$ cat config.mk
export PLATFORM = sky130hd
export DESIGN_NAME = sync_debounce_edge
export DESIGN_NICKNAME = d
export VERILOG_FILES = /design/src/rtl/sync_debounce_edge_pkg.sv /design/src/rtl/sync_debounce_edge_sat_counter.sv /design/src/rtl/sync_debounce_edge.sv
export SDC_FILE = /design/constraint.sdc
export NUM_CORES = 1
export LEC_CHECK = 0
export CAP_MARGIN = 20
export CELL_PAD_IN_SITES_DETAIL_PLACEMENT = 1
export CELL_PAD_IN_SITES_GLOBAL_PLACEMENT = 1
export CORE_UTILIZATION = 35
export DETAILED_ROUTE_END_ITERATION = 8
export PLACE_DENSITY = 0.79
export SYNTH_ARGS = -nofsm -noshare
export SYNTH_HDL_FRONTEND = slang
export SYNTH_SLANG_ARGS = --single-unit
$ cat constraint.sdc
create_clock -name clk -period 2.5 [get_ports clk]
set_input_delay 0.5 -clock clk [delete_from_list [all_inputs] [get_ports clk]]
set_output_delay 0.5 -clock clk [all_outputs]
set_load 0.05 [all_outputs]
$ cat src/rtl/sync_debounce_edge_pkg.sv
// Shared FSM state encoding and saturating-increment helper for the debouncer.
package sync_debounce_edge_pkg;

    typedef enum logic [1:0] {
        IDLE_LOW  = 2'd0,
        WAIT_HIGH = 2'd1,
        IDLE_HIGH = 2'd2,
        WAIT_LOW  = 2'd3
    } state_e;

    // Increment v, holding at 2**w-1; counter widths up to 32 bits.
    function automatic logic [31:0] sat_inc(input logic [31:0] v, input int unsigned w);
        logic [32:0] lim;
        lim = (33'd1 << w) - 33'd1;
        if ({1'b0, v} >= lim) begin
            return v;
        end
        return v + 32'd1;
    endfunction

endpackage

$ cat src/rtl/sync_debounce_edge_sat_counter.sv
// Saturating event counter with synchronous clear; an increment coinciding
// with clear yields 1 so the event is not lost.
module sync_debounce_edge_sat_counter
    import sync_debounce_edge_pkg::*;
#(
    parameter int unsigned CNT_W = 8
) (
    input  logic             clk,
    input  logic             rst,
    input  logic             inc,
    input  logic             clr,
    output logic [CNT_W-1:0] q
);

    logic [CNT_W-1:0] q_q;
    logic [CNT_W-1:0] q_d;

    always_comb begin
        q_d = q_q;
        if (clr) begin
            q_d = inc ? CNT_W'(1) : '0;
        end else if (inc) begin
            q_d = CNT_W'(sat_inc(32'(q_q), CNT_W));
        end
    end

    always_ff @(posedge clk) begin
        if (rst) begin
            q_q <= '0;
        end else begin
            q_q <= q_d;
        end
    end

    assign q = q_q;

endmodule

$ cat src/rtl/sync_debounce_edge.sv
// Debounces an already-synchronised level: a new value must be sampled
// STABLE_CYCLES times in a row before it is accepted; shorter excursions count as glitches.
module sync_debounce_edge
    import sync_debounce_edge_pkg::*;
#(
    parameter int unsigned STABLE_CYCLES = 4,
    parameter int unsigned CNT_W         = 8
) (
    input  logic             clk,
    input  logic             rst,
    input  logic             sync_in,
    input  logic             clr_cnt,
    output logic             level_out,
    output logic             rise_pulse,
    output logic             fall_pulse,
    output logic [CNT_W-1:0] rise_count,
    output logic [CNT_W-1:0] glitch_count
);

    localparam int unsigned RUN_W = (STABLE_CYCLES > 2) ? $clog2(STABLE_CYCLES) : 1;
    localparam logic [RUN_W-1:0] RUN_LAST = RUN_W'(STABLE_CYCLES - 1);

    state_e           state_q;
    logic [RUN_W-1:0] cnt_q;
    logic             level_q;
    logic             rise_q;
    logic             fall_q;

    logic             rise_inc_c;
    logic             glitch_inc_c;

    // Counter events are decided this cycle so they land on the same edge as the pulses.
    always_comb begin
        rise_inc_c   = 1'b0;
        glitch_inc_c = 1'b0;
        if (state_q == WAIT_HIGH) begin
            rise_inc_c   = sync_in && (cnt_q == RUN_LAST);
            glitch_inc_c = !sync_in;
        end else if (state_q == WAIT_LOW) begin
            glitch_inc_c = sync_in;
        end
    end

    always_ff @(posedge clk) begin
        if (rst) begin
            state_q <= IDLE_LOW;
            cnt_q   <= '0;
            level_q <= 1'b0;
            rise_q  <= 1'b0;
            fall_q  <= 1'b0;
        end else begin
            rise_q <= 1'b0;
            fall_q <= 1'b0;
            case (state_q)
                IDLE_LOW: begin
                    if (sync_in) begin
                        state_q <= WAIT_HIGH;
                        cnt_q   <= RUN_W'(1);
                    end
                end
                WAIT_HIGH: begin
                    if (!sync_in) begin
                        state_q <= IDLE_LOW;
                        cnt_q   <= '0;
                    end else if (cnt_q == RUN_LAST) begin
                        state_q <= IDLE_HIGH;
                        cnt_q   <= '0;
                        level_q <= 1'b1;
                        rise_q  <= 1'b1;
                    end else begin
                        cnt_q <= cnt_q + RUN_W'(1);
                    end
                end
                IDLE_HIGH: begin
                    if (!sync_in) begin
                        state_q <= WAIT_LOW;
                        cnt_q   <= RUN_W'(1);
                    end
                end
                WAIT_LOW: begin
                    if (sync_in) begin
                        state_q <= IDLE_HIGH;
                        cnt_q   <= '0;
                    end else if (cnt_q == RUN_LAST) begin
                        state_q <= IDLE_LOW;
                        cnt_q   <= '0;
                        level_q <= 1'b0;
                        fall_q  <= 1'b1;
                    end else begin
                        cnt_q <= cnt_q + RUN_W'(1);
                    end
                end
            endcase
        end
    end

    sync_debounce_edge_sat_counter #(
        .CNT_W (CNT_W)
    ) u_rise_cnt (
        .clk (clk),
        .rst (rst),
        .inc (rise_inc_c),
        .clr (clr_cnt),
        .q   (rise_count)
    );

    sync_debounce_edge_sat_counter #(
        .CNT_W (CNT_W)
    ) u_glitch_cnt (
        .clk (clk),
        .rst (rst),
        .inc (glitch_inc_c),
        .clr (clr_cnt),
        .q   (glitch_count)
    );

    assign level_out  = level_q;
    assign rise_pulse = rise_q;
    assign fall_pulse = fall_q;

endmodule

# [Word level (Yosys, flattened, before mapping)]
# Index checks and enable logic that the tools add are counted.
[word_totals] in_bits=4 reg_bits=23
[op_classes] n_lt_le_gt_ge=2 bitwise_logic=3 n_eq_ne=14 addsub=3 reduce_logical=13 n_mux=35
[op_table] op="2-to-1 mux 8 bit" count=6
[op_table] op="2-to-1 mux 2 bit" count=10
[op_table] op="adder 8 x 1 -> 8 bit (second input constant)" count=2
[op_table] op="greater-or-equal comparator 8 bit (second input constant)" count=2
[op_table] op="2-to-1 mux 1 bit" count=16
[op_table] op="one-hot mux 2 bit (4 select lines)" count=2
[op_table] op="!= test 2 bit (second input constant)" count=4
[op_table] op="equality test 2 bit (second input constant)" count=3
[op_table] op="!= test 3 x 2 -> 1 bit (second input constant)" count=2
[op_table] op="!= test 3 bit (second input constant)" count=2
[op_table] op="AND reduction 2 bit" count=3
[op_table] op="nonzero test 2 bit" count=3
[op_table] op="OR reduction 3 bit" count=2
[op_table] op="AND reduction 5 bit" count=1
[op_table] op="!= test 2 x 1 -> 1 bit (second input constant)" count=2
[op_table] op="AND reduction 4 bit" count=1
[op_table] op="inverter 1 bit" count=3
[op_table] op="adder 2 x 1 -> 2 bit (second input constant)" count=1
[op_table] op="equality test 2 x 1 -> 1 bit (second input constant)" count=1
[op_table] op="logical NOT 2 bit" count=1
[op_table] op="one-hot mux 1 bit (2 select lines)" count=1
[op_table] op="logical AND 1 bit" count=1
[op_table] op="logical NOT 1 bit" count=1

# [Logic depth before layout (Yosys ltp)]
# Gate-level depths: netlist (run 1).
[depth] depth_word=8 depth_mapped=6 ltp_nobuf=5

# [By module]
# A second synthesis (run 1) with hierarchy kept.
[unflattened] cells_unflattened=130 hier_area_um2=1244.9
[modules_own_cells] mod="sync_debounce_edge_sat_counter" cells_per_inst=50 n_inst=2 area_per_inst_um2=449.2 seq_area_each_um2=160.2
[modules_own_cells] mod="sync_debounce_edge" cells_per_inst=30 n_inst=1 area_per_inst_um2=346.6 seq_area_each_um2=140.1

# [Worst setup path after synthesis (run 1)]
# No wires, ideal clock.
[synth_path] path_kind="register to register" startpoint="register u_rise_cnt.q_q[0] (netlist: u_rise_cnt.q[0])" endpoint="register u_rise_cnt.q_q[1] (netlist: u_rise_cnt.q[1])" required_ps=2372 synth_period_minus_slack_ps=1876 arrival_ps=1748 setup_time_ps=128 setup_slack_ps=624 path_stages_with_launch=6 n_path_buf=0 cell_sequence="dfxtp_1 -> ha_1 -> nand4_2 -> o21ai_0 -> mux2i_1 -> nor2_1"
[synth_via] elab_chain_cells=6
[synth_lines] item="start, declared" line="sync_debounce_edge_sat_counter.sv:15" text="logic [CNT_W-1:0] q_q;"
[synth_lines] item="start signal, assigned" line="sync_debounce_edge_sat_counter.sv:31" text="q_q <= q_d;"
[synth_lines] item="greater-or-equal comparator 8 bit" line="sync_debounce_edge_pkg.sv:15" text="if ({1'b0, v} >= lim) begin"
[synth_lines] item="2-to-1 mux 1 bit" line="sync_debounce_edge_pkg.sv:15"
[synth_lines] item="2-to-1 mux 1 bit" line="sync_debounce_edge_sat_counter.sv:22" text="end else if (inc) begin"
[synth_lines] item="2-to-1 mux 1 bit" line="sync_debounce_edge_sat_counter.sv:20" text="if (clr) begin"
[synth_lines] item="!= test 3 bit (no source line)"
[synth_lines] item="AND reduction 2 bit (no source line)"
# Parallel ways exist; a longest one is shown, timed or not. The select of a mux whose other input is x is not followed.
# A chain may end at the register's enable or synchronous reset.

# [Worst setup path in the final report (run 1)]
[layout_path] startpoint="register u_rise_cnt.q_q[3] (netlist: u_rise_cnt.q[3])" endpoint="output rise_count[3]"
[layout_lines] item="end, declared" line="sync_debounce_edge.sv:16" text="output logic [CNT_W-1:0] rise_count,"
# No word-level cell between the ends.

==> results.md, run 1 <==
* Setup TNS at 0 ns
* Nature of the critical path endpoint: output port
* Post-synth top area share at 40.26%
* Hold buffers post-CTS at 0
* WP data required at 2.00 ns
* DRT iter0 DRCs at 34
* CP Data Arrival Time at 1.67 ns
* Placed Cells at 186
* Antenna Nets Post-Route at 0
* CTS Buf Count at 3
* Post-route non-filler standard cell count at 190
* Cells after Synth at 125
* Status: completed
* Startpoint types: register
* Top cells by area, synth: dfxtp_1 40%, nor2_1 4.9%, ha_1 4.4%, a21oi_1 3.9%, xor2_1 3.8%
* Via Count at 1027
* Post-route DRC at 0
* R2R Path Start: u_rise_cnt.q[0]
* Critical path's slowest cell: clkdlybuf4s50_1
* Post-CTS sizing at 0
* Worst-path clk slew at 0.13 ns
* FF+latch count, synth at 23
* Fillers at 372
* First-pass GRT wire length at 4788 um
* RSZ-0062 raised after global routing: false
* CP cell instances: clkdlybuf4s50_1
* WP depth at 1
* GR Overflow Total at 0
* Critical path's top delay family: buffers and inverters
* Clk_lat worst skew at 0.31 ns
* RR Endpoint: u_rise_cnt.q[1]
* Layout cells sized above 1 at 7.534%
* Kind of critical path: register to output port
* DIE HEIGHT at 59.16 um
* Layout area overhead at 23.96%
* GRT Total Usage at 18.04%
* Worst min-delay path endpoint: level_out
* Ratio of final minimum period to clock period at 86.91%
* Vias in the first global route at 1086
* Worst hold slack at 0.5182 ns
* TritonRoute pass-1 iters at 4
* PortBufs at 22
* WP buf/inv at 1
* Sequential area share after synthesis at 40.26%
* Postcts setup bufs at 0
* Netlist cell types at 39
* Ant. Diodes at 0
* Global Route met3 Usage at 2.402%
* Worst setup path start: u_rise_cnt.q[3]
* CTS max path bufs at 2
* Drt wl/cell at 13.97 um
* R2R Setup Slk at 0.79 ns
* Yosys warns at 0
* CP peak stage delay at 0.86 ns
* Die Wd at 59.16 um
* IO Count at 23
* Final hold vios at 0
* Synth area leader: dfxtp_1
* Async S/R FF share, synth at 0%
* Largest net degree at the start of global routing at 15
* Max-slew violation count at 0
* Drt total wl at 2655 um
* Power per Cell Area at 423.9 mW/mm^2
* GRT Max-Usage Layer: met2
* RD Place Congestion at 0.7413
* Crit path max fanout at 7
* M2 GR Usage at 30.03%
* Clock skew at 0.003790 ns
* Post-synth top flop: dfxtp_1
* Nets at 155
* CTS Sinks at 23
* Power, Total at 0.6009 mW
* Syn_nets at 133
* Period minus WS final at 2.173 ns
* Cell area after layout at 0.001418 mm^2
* Worst r2r path cells at 5
* Row cnt at 20
* Root Buffer: clkbuf_4
* Core box area at 0.003078 mm^2
* Mapped Avg Cell Area at 9.149 um^2
* Mapped Area at 0.001144 mm^2
* Total of max-cap violations at 0
* Hold path startpoint: level_out
* Worst min-delay path class: register to register
* Worst hold path depth at 2
* Most frequent cell after synthesis: dfxtp_1
* Slew Limit Headroom at 65.21%
* H-tree Lvls at 1
* Pleak at 0.4997 nW
* Max VDD drop at 0.2394 mV
* CTS tree: built
* Area after DPL at 0.001390 mm^2
* Setup violators final at 0
* Post-synth EDFFs at 0
* Starting density of the core at 37.15%
* Synth top cells by count: 23 x dfxtp_1, 15 x nor2_1, 9 x a21oi_1
* Met1 GRT Util at 22.80%
* Die footprint at 0.003500 mm^2
* Final HPWL from detailed placement at 1991 um
* F_max at 460.2 MHz
* Slew @ Worst Pin at 0.5219 ns
* Initial antenna violation count at 0
* Via density at 5.405
[per-layer routing]
metal,wire length (um),share of wire (%)
met1,1211,46
met2,1328,50
met3,91,3.4
met4,23,0.87
met5,0,0
[state kept, by name, summed over array words and instances (netlist names), named ones only]
signal          flops
rise_pulse          1
cnt_q               2
level_out           1
u_rise_cnt.q        8
state_q             1
fall_pulse          1
u_glitch_cnt.q      8
[layout by cell type (no fill, tap or decap), types with 2 or more instances in the layout]
cell type and count:
and3_1 2, a311oi_1 2, nand4_1 3, o2111ai_1 2, mux2i_1 3, nor2_1 15, clkdlybuf4s50_1 22, nand3b_1 2
nand3_1 6, buf_4 2, o21ai_0 4, o211ai_1 2, a211oi_1 2, ha_1 4, nor3b_1 4, xor2_1 5
clkbuf_4 3, nor3_1 2, and4_1 2, or3_1 2, inv_1 3, dfxtp_1 23, nand2_1 6, a21oi_1 9
[report_power, final]
group | internal, mW | switching, mW | leakage (nW)
registers | 0.371 | 0.00622 | 0.186
clock network | 0.0599 | 0.115 | 0.0177
logic | 0.0196 | 0.0288 | 0.296
[how the worst max path moves through the flow]
stage | slack [ns] | endpoint
5_1_grt | 0.25 | rise_count[4]
4_1_cts | 0.30 | rise_count[3]
2_1_floorplan | 0.62 | u_rise_cnt.q[1]
3_3_place_gp | 0.28 | u_rise_cnt.q[7]
6_report | 0.33 | rise_count[3]
3_5_place_dp | 0.23 | u_rise_cnt.q[7]
[stage by stage]
| step | setup WS [ns] | utilization [%] |
|---|---|---|
| floorplan | 0.6239 | - |
| global placement | 0.2821 | 45.16 |
| detailed placement | 0.2346 | 45.16 |
| CTS | 0.2985 | 46.06 |
| global route | 0.2467 | 46.06 |
| finish | 0.3272 | 46.06 |
[worst min-delay path, delay by kind of cell, from the launching register on]
| family | cells | cell delay (ns) |
|---|---|---|
| compound gates | 2 | 0.14 |
| flops | 1 | 0.34 |
[area by class of cell]
class / instances / area (um^2) / share of cell area [%]
multi-input cells: 92 / 628.1 / 44.31
inverters: 3 / 11.26 / 0.7944
clock inverters: 1 / 5.005 / 0.3530
repair buffers: 24 / 235.2 / 16.59
flip-flops and latches: 23 / 460.4 / 32.48
well taps: 44 / 55.05 / 3.883
clock buffers: 3 / 22.52 / 1.589
[cell families after synthesis]
family | count (synthesis) | synth area share [%]
DFF | 23 | 40.26
and+or+nand+nor | 50 | 24.40
buffers and inverters | 10 | 4.814
AOI/OAI and AO/OA | 29 | 18.27
xor gates and xnor gates | 6 | 5.252
adders and majority gates | 4 | 4.377
muxes | 3 | 2.626
Power figures use the tool's default switching activity.
==> run 2, diff against run 1 <==
==> constraint.sdc (replaced) <==
create_clock -name clk -period 2.5 [get_ports clk]
set_input_delay 0.75 -clock clk [delete_from_list [all_inputs] [get_ports clk]]
set_output_delay 0.75 -clock clk [all_outputs]
set_load 0.05 [all_outputs]
==> results.md, run 2 (synthesized netlist as in run 1, its figures left out) <==
* Status: completed
* Worst-path clk slew at 0.14 ns (about the same)
* RD Place Congestion at 0.7785 (+5.0%)
* Slew Limit Headroom at 65.94% (+0.74 points)
* CP cell instances: clkdlybuf4s50_1
* WP data required at 1.75 ns (-0.25 ns)
* Post-route non-filler standard cell count at 194 (+2.1%)
* Initial antenna violation count at 0 (unchanged)
* F_max at 418.0 MHz (-9.2%)
* DRT iter0 DRCs at 22 (-35%)
* DIE HEIGHT at 59.16 um (unchanged)
* Cell Int Power at 0.4529 mW (+0.45%)
* Gate power share at 8.5% (+0.4 points)
* Kind of critical path: register to output port
* CTS max path bufs at 2 (unchanged)
* Worst min-delay path class: register to register
* Period minus WS final at 2.392 ns (+0.2193 ns)
* GR Overflow Total at 0 (unchanged)
* Core box area at 0.003078 mm^2 (unchanged)
* Global Route met3 Usage at 2.620% (+0.22 points)
* Nature of the critical path endpoint: output port
* Antenna Nets Post-Route at 0 (unchanged)
* Post-CTS sizing at 0 (unchanged)
* IO Count at 23 (unchanged)
* Post-route DRC at 0 (unchanged)
* Critical path's slowest cell: clkdlybuf4s50_1
* Pleak at 0.5202 nW (+4.1%)
* Root Buffer: clkbuf_4
* TritonRoute pass-1 iters at 4 (unchanged)
* Via density at 5.351 (-1.0%)
* Largest net degree at the start of global routing at 15 (unchanged)
* Postcts setup bufs at 0 (unchanged)
* Critical path's top delay family: buffers and inverters
* Clock skew at 0.01198 ns (+0.008192 ns)
* Clock share of power at 28.8% (-0.3 points)
* Area after DPL at 0.001420 mm^2 (+2.2%)
* Met1 GRT Util at 21.92% (-0.87 points)
* Nets at 159 (+2.6%)
* Final hold vios at 0 (unchanged)
* Row cnt at 20 (unchanged)
* Hold buffers post-CTS at 0 (unchanged)
* Most common cell after layout, fill and taps aside: dfxtp_1
* CTS Sinks at 23 (unchanged)
* M2 GR Usage at 29.22% (-0.81 points)
* Sw Share at 24.89% (-0.071 points)
* Starting density of the core at 37.15% (unchanged)
* Sequential group share of total power at 62.7% (about the same)
* CP peak stage delay at 0.85 ns (about the same)
* CTS tree: built
* Most frequent cells in the layout: 23 x dfxtp_1, 22 x clkdlybuf4s50_1, 15 x nor2_1
* CTS Buf Count at 3 (unchanged)
* Drt wl/cell at 13.82 um (-1.1%)
* H-tree Lvls at 1 (unchanged)
* Ratio of final minimum period to clock period at 95.68% (+8.8 points)
* Die Wd at 59.16 um (unchanged)
* Die footprint at 0.003500 mm^2 (unchanged)
* First-pass GRT wire length at 4595 um (-4.0%)
* CP Data Arrival Time at 1.64 ns (-0.03 ns)
* Net Sw Power at 0.1501 mW (about the same)
* Via Count at 1038 (+1.1%)
* Startpoint types: register
* GRT Max-Usage Layer: met2
* Clk_lat worst skew at 0.31 ns (about the same)
* Final HPWL from detailed placement at 2041 um (+2.5%)
* Slew @ Worst Pin at 0.5109 ns (-0.01105 ns)
* PortBufs at 22 (unchanged)
* GRT Total Usage at 17.14% (-0.89 points)
* Cell area after layout at 0.001448 mm^2 (+2.1%)
* Placed Cells at 190 (+2.2%)
* Setup TNS at 0 ns (unchanged)
* Crit path max fanout at 6 (-1)
* Layout cells sized above 1 at 10.00% (+2.5 points)
* Max-slew violation count at 0 (unchanged)
* Drt total wl at 2681 um (+0.98%)
* Max VDD drop at 0.1832 mV (-23%)
* RSZ-0062 raised after global routing: false
* Setup violators final at 0 (unchanged)
* Power per Cell Area at 416.5 mW/mm^2 (-1.7%)
* Ant. Diodes at 0 (unchanged)
* WP buf/inv at 1 (unchanged)
* Power, Total at 0.6030 mW (+0.35%)
* Vias in the first global route at 1028 (-5.3%)
* Layout area overhead at 26.59%
* Total of max-cap violations at 0 (unchanged)
-- run 2: changes by cell type in the layout (fill, tap and decap cells not counted) --
cell	delta
buf_4	+4
-- run 2: per-stage QoR --
step                hold slack [ns]  utilization (%)  worst slack [ns]
floorplan                    0.4780                -            0.6239
global route                 0.5511            47.03           0.04578
global placement             0.4793            46.14            0.2749
detailed placement           0.4963            46.14            0.2051
finish                       0.5037            47.03            0.1079
CTS                          0.5110            47.03            0.1062
-- run 2: cell type report --
class | instances | area, um^2
Fill cell | 382 | 1630
Clock buffer | 3 | 22.52
Clock inverter | 1 | 5.005
Timing Repair Buffer | 28 | 265.3
Inverter | 3 | 11.26
Tap cell | 44 | 55.05
Multi-Input combinational cell | 92 | 628.1
Sequential cell | 23 | 460.4
-- run 2: worst register-to-register path, delay by kind of cell (launching register included) --
family | cells | cell delay, ns
DFF | 1 | 0.43
and+or+nand+nor | 2 | 0.25
AOI/OAI and AO/OA | 1 | 0.42
muxes | 1 | 0.23
adders and majority gates | 1 | 0.25
-- run 2: per-layer routing --
| metal | share of wire (%) | vias up |
|---|---|---|
| li1 | - | 511 |
| met1 | 48 | 503 |
| met2 | 48 | 20 |
| met3 | 2.8 | 4 |
| met4 | 0.93 | 0 |
| met5 | 0 | - |
-- run 2: power groups by stage --
stage / logic (mW) / clock network [mW] / registers (mW)
finish: 0.0510 / 0.174 / 0.378
global route: 0.0563 / 0.196 / 0.379
CTS: 0.0519 / 0.183 / 0.378
detailed placement: 0.0516 / 0 / 0.386
global placement: 0.0501 / 0 / 0.386
floorplan: 0.0261 / 0 / 0.391
-- run 2: worst paths after layout --
check                                        from         endpoint  slack [ns]  depth (start not counted)
worst max-delay path            u_glitch_cnt.q[2]  glitch_count[2]        0.11                          1
worst min-delay path                    level_out        level_out        0.50                          2
worst max register to register    u_rise_cnt.q[0]  u_rise_cnt.q[1]        0.81                          5
worst min register to register          level_out        level_out        0.50                          2
==> patch 1: new RTL, flow settings as in run 2 <==
Add an input register stage for `sync_in` and `clr_cnt`, without a reset; this delays them by one clock.
--- a/src/rtl/sync_debounce_edge.sv
+++ b/src/rtl/sync_debounce_edge.sv
@@ -21,4 +21,12 @@
     localparam logic [RUN_W-1:0] RUN_LAST = RUN_W'(STABLE_CYCLES - 1);
 
+    logic sync_q;
+    logic clr_cnt_q;
+
+    always_ff @(posedge clk) begin
+        sync_q    <= sync_in;
+        clr_cnt_q <= clr_cnt;
+    end
+
     state_e           state_q;
     logic [RUN_W-1:0] cnt_q;
@@ -35,8 +43,8 @@
         glitch_inc_c = 1'b0;
         if (state_q == WAIT_HIGH) begin
-            rise_inc_c   = sync_in && (cnt_q == RUN_LAST);
-            glitch_inc_c = !sync_in;
+            rise_inc_c   = sync_q && (cnt_q == RUN_LAST);
+            glitch_inc_c = !sync_q;
         end else if (state_q == WAIT_LOW) begin
-            glitch_inc_c = sync_in;
+            glitch_inc_c = sync_q;
         end
     end
@@ -54,5 +62,5 @@
             case (state_q)
                 IDLE_LOW: begin
-                    if (sync_in) begin
+                    if (sync_q) begin
                         state_q <= WAIT_HIGH;
                         cnt_q   <= RUN_W'(1);
@@ -60,5 +68,5 @@
                 end
                 WAIT_HIGH: begin
-                    if (!sync_in) begin
+                    if (!sync_q) begin
                         state_q <= IDLE_LOW;
                         cnt_q   <= '0;
@@ -73,5 +81,5 @@
                 end
                 IDLE_HIGH: begin
-                    if (!sync_in) begin
+                    if (!sync_q) begin
                         state_q <= WAIT_LOW;
                         cnt_q   <= RUN_W'(1);
@@ -79,5 +87,5 @@
                 end
                 WAIT_LOW: begin
-                    if (sync_in) begin
+                    if (sync_q) begin
                         state_q <= IDLE_HIGH;
                         cnt_q   <= '0;
@@ -101,5 +109,5 @@
         .rst (rst),
         .inc (rise_inc_c),
-        .clr (clr_cnt),
+        .clr (clr_cnt_q),
         .q   (rise_count)
     );
@@ -111,5 +119,5 @@
         .rst (rst),
         .inc (glitch_inc_c),
-        .clr (clr_cnt),
+        .clr (clr_cnt_q),
         .q   (glitch_count)
     );
Formal check against the unedited RTL: not equivalent (a bounded check fails within 4 cycles, from zero or initial values and one cycle with rst high).
==> patch 1 against run 2 <==
Critical path depth unchanged; routed wire length up 7.1%; maximum frequency up 0.21%; cell area up 0.69%; clock skew down 2.7 ps; worst setup slack better by 5.0 ps; first-iteration DRC count up 100%; sequential cell count up 2; largest power group unchanged; synthesized cell count up 4.0%; synthesized area up 1.9%; combinational power down 18%; power up 7.0%.
==> patch 1: results (changes against run 2) <==
| Metric | Value |
|---|---|
| Crit Path Max Fanout | 7 (was 6) |
| Dpl cell area | 1430 um2 (was 1420 um2) |
| Detailed Route Iter0 Violations | 45 (was 22) |
| Largest family of logic cells by synthesized area | simple AND/OR/NAND/NOR gates (unchanged) |
| Share of the yosys chip area belonging to registers | 43.0% (was 40.3%) |
| Mapped Nets | 138 (was 133) |
| Area share of xor/xnor cells in the synthesized design | 4.51% (was 5.25%) |
| Fin util | 47.0% (about the same) |
| Worst R2R Path Depth | 4 (was 5) |
| Adder-Cell Fraction of Synth Area | 4.30% (was 4.38%) |
| Via/cell ratio | 5.39 (was 5.35) |
| Synth cell count leaders | 25 x dfxtp_1, 12 x nor2_1, 8 x nand2_1, 8 x nand3_1 (was 23 x dfxtp_1, 15 x nor2_1, 9 x a21oi_1, 6 x nand2_1, 6 x nand3_1) |
| Routed len/inst | 14.6 um (was 13.8 um) |
| Global placer's final weighted congestion | 0.757 (was 0.779) |
| First-pass GRT wire length | 4820 um (was 4600 um) |
| Leakage | 0.564 nW (was 0.520 nW) |
| CP Data Arrival Time | 1640 ps (about the same) |
| Clk_skew | 9.26 ps (was 12.0 ps) |
| Clock latency at the later pin of the worst-skew pair | 330 ps (was 310 ps) |
| Tot GR Track Use | 18.1% (was 17.1%) |
| Critical Path End | glitch_count[4] (was glitch_count[2]) |
| DP Worst Slack | 337 ps (was 205 ps) |
| Reg2reg end | u_glitch_cnt.q[7] (was u_rise_cnt.q[1]) |
| Peak supply drop | 0.000406 V (was 0.000183 V) |
| Synth area leaders | dfxtp_1 43%, ha_1 4.3%, nor2_1 3.9%, xor2_1 3.8%, nand3_1 3.4% (was dfxtp_1 40%, nor2_1 4.9%, ha_1 4.4%, a21oi_1 3.9%, xor2_1 3.8%) |
| Synthesized area per cell | 8.96 um2 (was 9.15 um2) |
| Fillers | 397 (was 382) |
| Final Critical Period | 2390 ps (about the same) |
| Final #Nets | 161 (was 159) |
| Status | finished clean (unchanged) |
| Pin count of the biggest net entering global routing | 16 (was 15) |
| Layout cell share with drive strength beyond 1 | 6.58% (was 10.0%) |
| Worst-margin pin slew | 906 ps (was 511 ps) |
| Distinct cells, synth | 41 (was 39) |
| R2r setup slk | 300 ps (was 810 ps) |
| Worst Setup SP | u_glitch_cnt.q[4] (was u_glitch_cnt.q[2]) |
| Compound-Gate Fraction of Synth Area | 17.2% (was 18.3%) |
| Via count | 1,056 (was 1,038) |
| HPWL Detailed | 2170 um (was 2040 um) |
| Mux contribution to synthesized area | 2.58% (was 2.63%) |
| Post-Place Cells | 192 (was 190) |
| Sw power | 163 uW (was 150 uW) |
==> patch 1: how the worst min path moves through the flow <==
stage,start,depth (start not counted),slack [ps],endpoint
3_5_place_dp,u_rise_cnt.q[6],2,500,u_rise_cnt.q[6]
5_1_grt,cnt_q[0],2,560,cnt_q[0]
6_report,u_rise_cnt.q[6],2,520,u_rise_cnt.q[6]
2_1_floorplan,cnt_q[0],2,450,cnt_q[0]
4_1_cts,u_rise_cnt.q[6],2,520,u_rise_cnt.q[6]
3_3_place_gp,cnt_q[0],2,460,cnt_q[0]
==> patch 1: layout make-up <==
| cell class | count | area share [%] |
|---|---|---|
| repair buffers | 23 | 15.8 |
| clock buffers | 3 | 1.55 |
| clock inverters | 1 | 0.343 |
| inverters | 5 | 1.29 |
| flip-flops and latches | 25 | 34.3 |
| multi-input cells | 95 | 42.9 |
| well taps | 44 | 3.78 |
==> patch 1: power by group through the flow <==
stage | Clock (mW) | Combinational [mW] | Sequential [mW]
floorplan | 0 | 0.0213 | 0.428
global placement | 0 | 0.0402 | 0.423
detailed placement | 0 | 0.0420 | 0.425
CTS | 0.192 | 0.0424 | 0.416
global route | 0.207 | 0.0465 | 0.417
finish | 0.188 | 0.0420 | 0.416
==> patch 1: worst min-delay path: cells and delay by family (launching register included) <==
kind / cells / cell delay (ps)
flops: 1 / 350
buf+inv: 1 / 70
compound gates: 1 / 60
==> patch 1: metal layers <==
layer	global-route usage, %	part of all wire [%]	vias up
met3	5.41	3.1	2
met5	0	0	-
met1	21.4	45	512
met2	31.7	51	15
met4	4.32	0.73	0
li1	-	-	527
==> patch 2: new RTL, config.mk and constraints of run 2 <==
Made on the original files. `CNT_W` is set to 8 in 2 places; all go to 10.
--- a/src/rtl/sync_debounce_edge_sat_counter.sv
+++ b/src/rtl/sync_debounce_edge_sat_counter.sv
@@ -4,5 +4,5 @@
     import sync_debounce_edge_pkg::*;
 #(
-    parameter int unsigned CNT_W = 8
+    parameter int unsigned CNT_W = 10
 ) (
     input  logic             clk,
--- a/src/rtl/sync_debounce_edge.sv
+++ b/src/rtl/sync_debounce_edge.sv
@@ -5,5 +5,5 @@
 #(
     parameter int unsigned STABLE_CYCLES = 4,
-    parameter int unsigned CNT_W         = 8
+    parameter int unsigned CNT_W         = 10
 ) (
     input  logic             clk,
Interface: changed (resized glitch_count and rise_count); port bits go from 23 to 27. No check against the original RTL was run, so the function may have changed too.
==> patch 2 against run 2 <==
Critical path depth is the same; routed wire length increased by 40%; synthesized area is 17% higher; cell area increased by 22%; clock power increased by 53%; worst setup slack better by 15 ps; sequential power up 17%; synthesized cell count rose by 26%; power increased by 27%; sequential cell count up 4; clock skew down 7.4 ps.
==> patch 2: results (changes against run 2) <==
| Metric | Value |
|---|---|
| Via/cell ratio | 5.73 (was 5.35) |
| Crit Path Max Fanout | 9 (was 6) |
| Pin count of the biggest net entering global routing | 16 (was 15) |
| Met3 wire len | 190 um (was 75 um) |
| Dpl cell area | 1720 um2 (was 1420 um2) |
| Port Buf Inserts | 26 (was 22) |
| Hold path start | cnt_q[0] (was level_out) |
| Distinct cells, synth | 37 (was 39) |
| Synth area leaders | dfxtp_1 40%, nand3_1 4.5%, nand2_1 4.5%, a21oi_1 4.1%, o21ai_0 3.4% (was dfxtp_1 40%, nor2_1 4.9%, ha_1 4.4%, a21oi_1 3.9%, xor2_1 3.8%) |
| Hold EP | cnt_q[0] (was level_out) |
| Tot GR Track Use | 20.2% (was 17.1%) |
| Status | finished clean (unchanged) |
| Cells after synthesis | 157 (was 125) |
| Global placer's final weighted congestion | 0.807 (was 0.779) |
| Share of the yosys chip area belonging to registers | 40.5% (was 40.3%) |
| Final #Nets | 201 (was 159) |
| Synth cell count leaders | 27 x dfxtp_1, 16 x nand2_1, 12 x nand3_1, 11 x a21oi_1, 9 x o21ai_0 (was 23 x dfxtp_1, 15 x nor2_1, 9 x a21oi_1, 6 x nand2_1, 6 x nand3_1) |
| Leakage | 0.558 nW (was 0.520 nW) |
| Detailed Route Iter0 Violations | 50 (was 22) |
| Final Critical Period | 2380 ps (was 2390 ps) |
| Hold Path Stages | 1 (was 2) |
| Reg2reg end | u_rise_cnt.q[4] (was u_rise_cnt.q[1]) |
| DP Worst Slack | 74.8 ps (was 205 ps) |
| WL met1 | 1650 um (was 1280 um) |
| Root Buffer | clkbuf_8 (was clkbuf_4) |
| Layout cell share with drive strength beyond 1 | 12.4% (was 10.0%) |
| Worst R2R Path Depth | 6 (was 5) |
| R2r setup slk | 630 ps (was 810 ps) |
| Hold_ws | 488 ps (was 504 ps) |
| Clk_skew | 4.57 ps (was 12.0 ps) |
| Clk slew on worst S/H paths | 110 ps (was 140 ps) |
| Routed len/inst | 15.6 um (was 13.8 um) |
| HPWL Detailed | 2870 um (was 2040 um) |
| Met2 WL | 1890 um (was 1300 um) |
| First-pass GRT wire length | 6440 um (was 4600 um) |
| Vias in the first global route | 1,393 (was 1,028) |
| Clock latency at the later pin of the worst-skew pair | 280 ps (was 310 ps) |
-- patch 2: cell type report --
type,count,area [um2]
Clock buffer,3,41.3
Clock inverter,1,5.00
Fill cell,443,1900
Inverter,4,15.0
Multi-Input combinational cell,118,738
Sequential cell,27,541
Tap cell,48,60.1
Timing Repair Buffer,40,365
-- patch 2: how the worst max path moves through the flow --
| stage | depth (start not counted) | startpoint | end |
|---|---|---|---|
| final | 1 | u_glitch_cnt.q[4] | glitch_count[4] |
| after global routing | 1 | u_rise_cnt.q[5] | rise_count[5] |
| after CTS | 1 | u_glitch_cnt.q[4] | glitch_count[4] |
| after detailed placement | 6 | sync_in | u_glitch_cnt.q[7] |
| after global placement | 6 | sync_in | u_rise_cnt.q[4] |
| after floorplan | 6 | u_rise_cnt.q[0] | u_rise_cnt.q[5] |
-- patch 2: worst register-to-register path, stage by stage (launching register included) --
cell,delay [ps]
dfxtp_1,430
ha_1,240
nand4_1,190
o31ai_1,490
buf_4,230
o21ai_0,100
a21oi_1,130
-- patch 2: logic make-up after synthesis --
group                      count (synthesis)  synth area share (%)
and+or+nand+nor                           69                  28.5
buffers and inverters                     12                  4.22
DFF                                       27                  40.5
AOI/OAI and AO/OA                         42                  20.2
xor gates and xnor gates                   3                  3.09
adders and majority gates                  3                  2.81
muxes                                      1                 0.750
-- patch 2: layer usage --
metal | vias to the layer above | track usage [%]
met5 | - | 0
met4 | 0 | 5.97
met3 | 5 | 3.39
met2 | 42 | 36.2
met1 | 665 | 24.6
li1 | 669 | -
-- patch 2: report_power, final --
| part | leakage (nW) | total (mW) | switching (mW) | internal (mW) |
|---|---|---|---|---|
| clock network | 0.0255 | 0.266 | 0.154 | 0.112 |
| registers | 0.218 | 0.442 | 0.00653 | 0.435 |
| logic | 0.314 | 0.0595 | 0.0336 | 0.0259 |
| total | 0.558 | 0.767 | 0.194 | 0.573 |
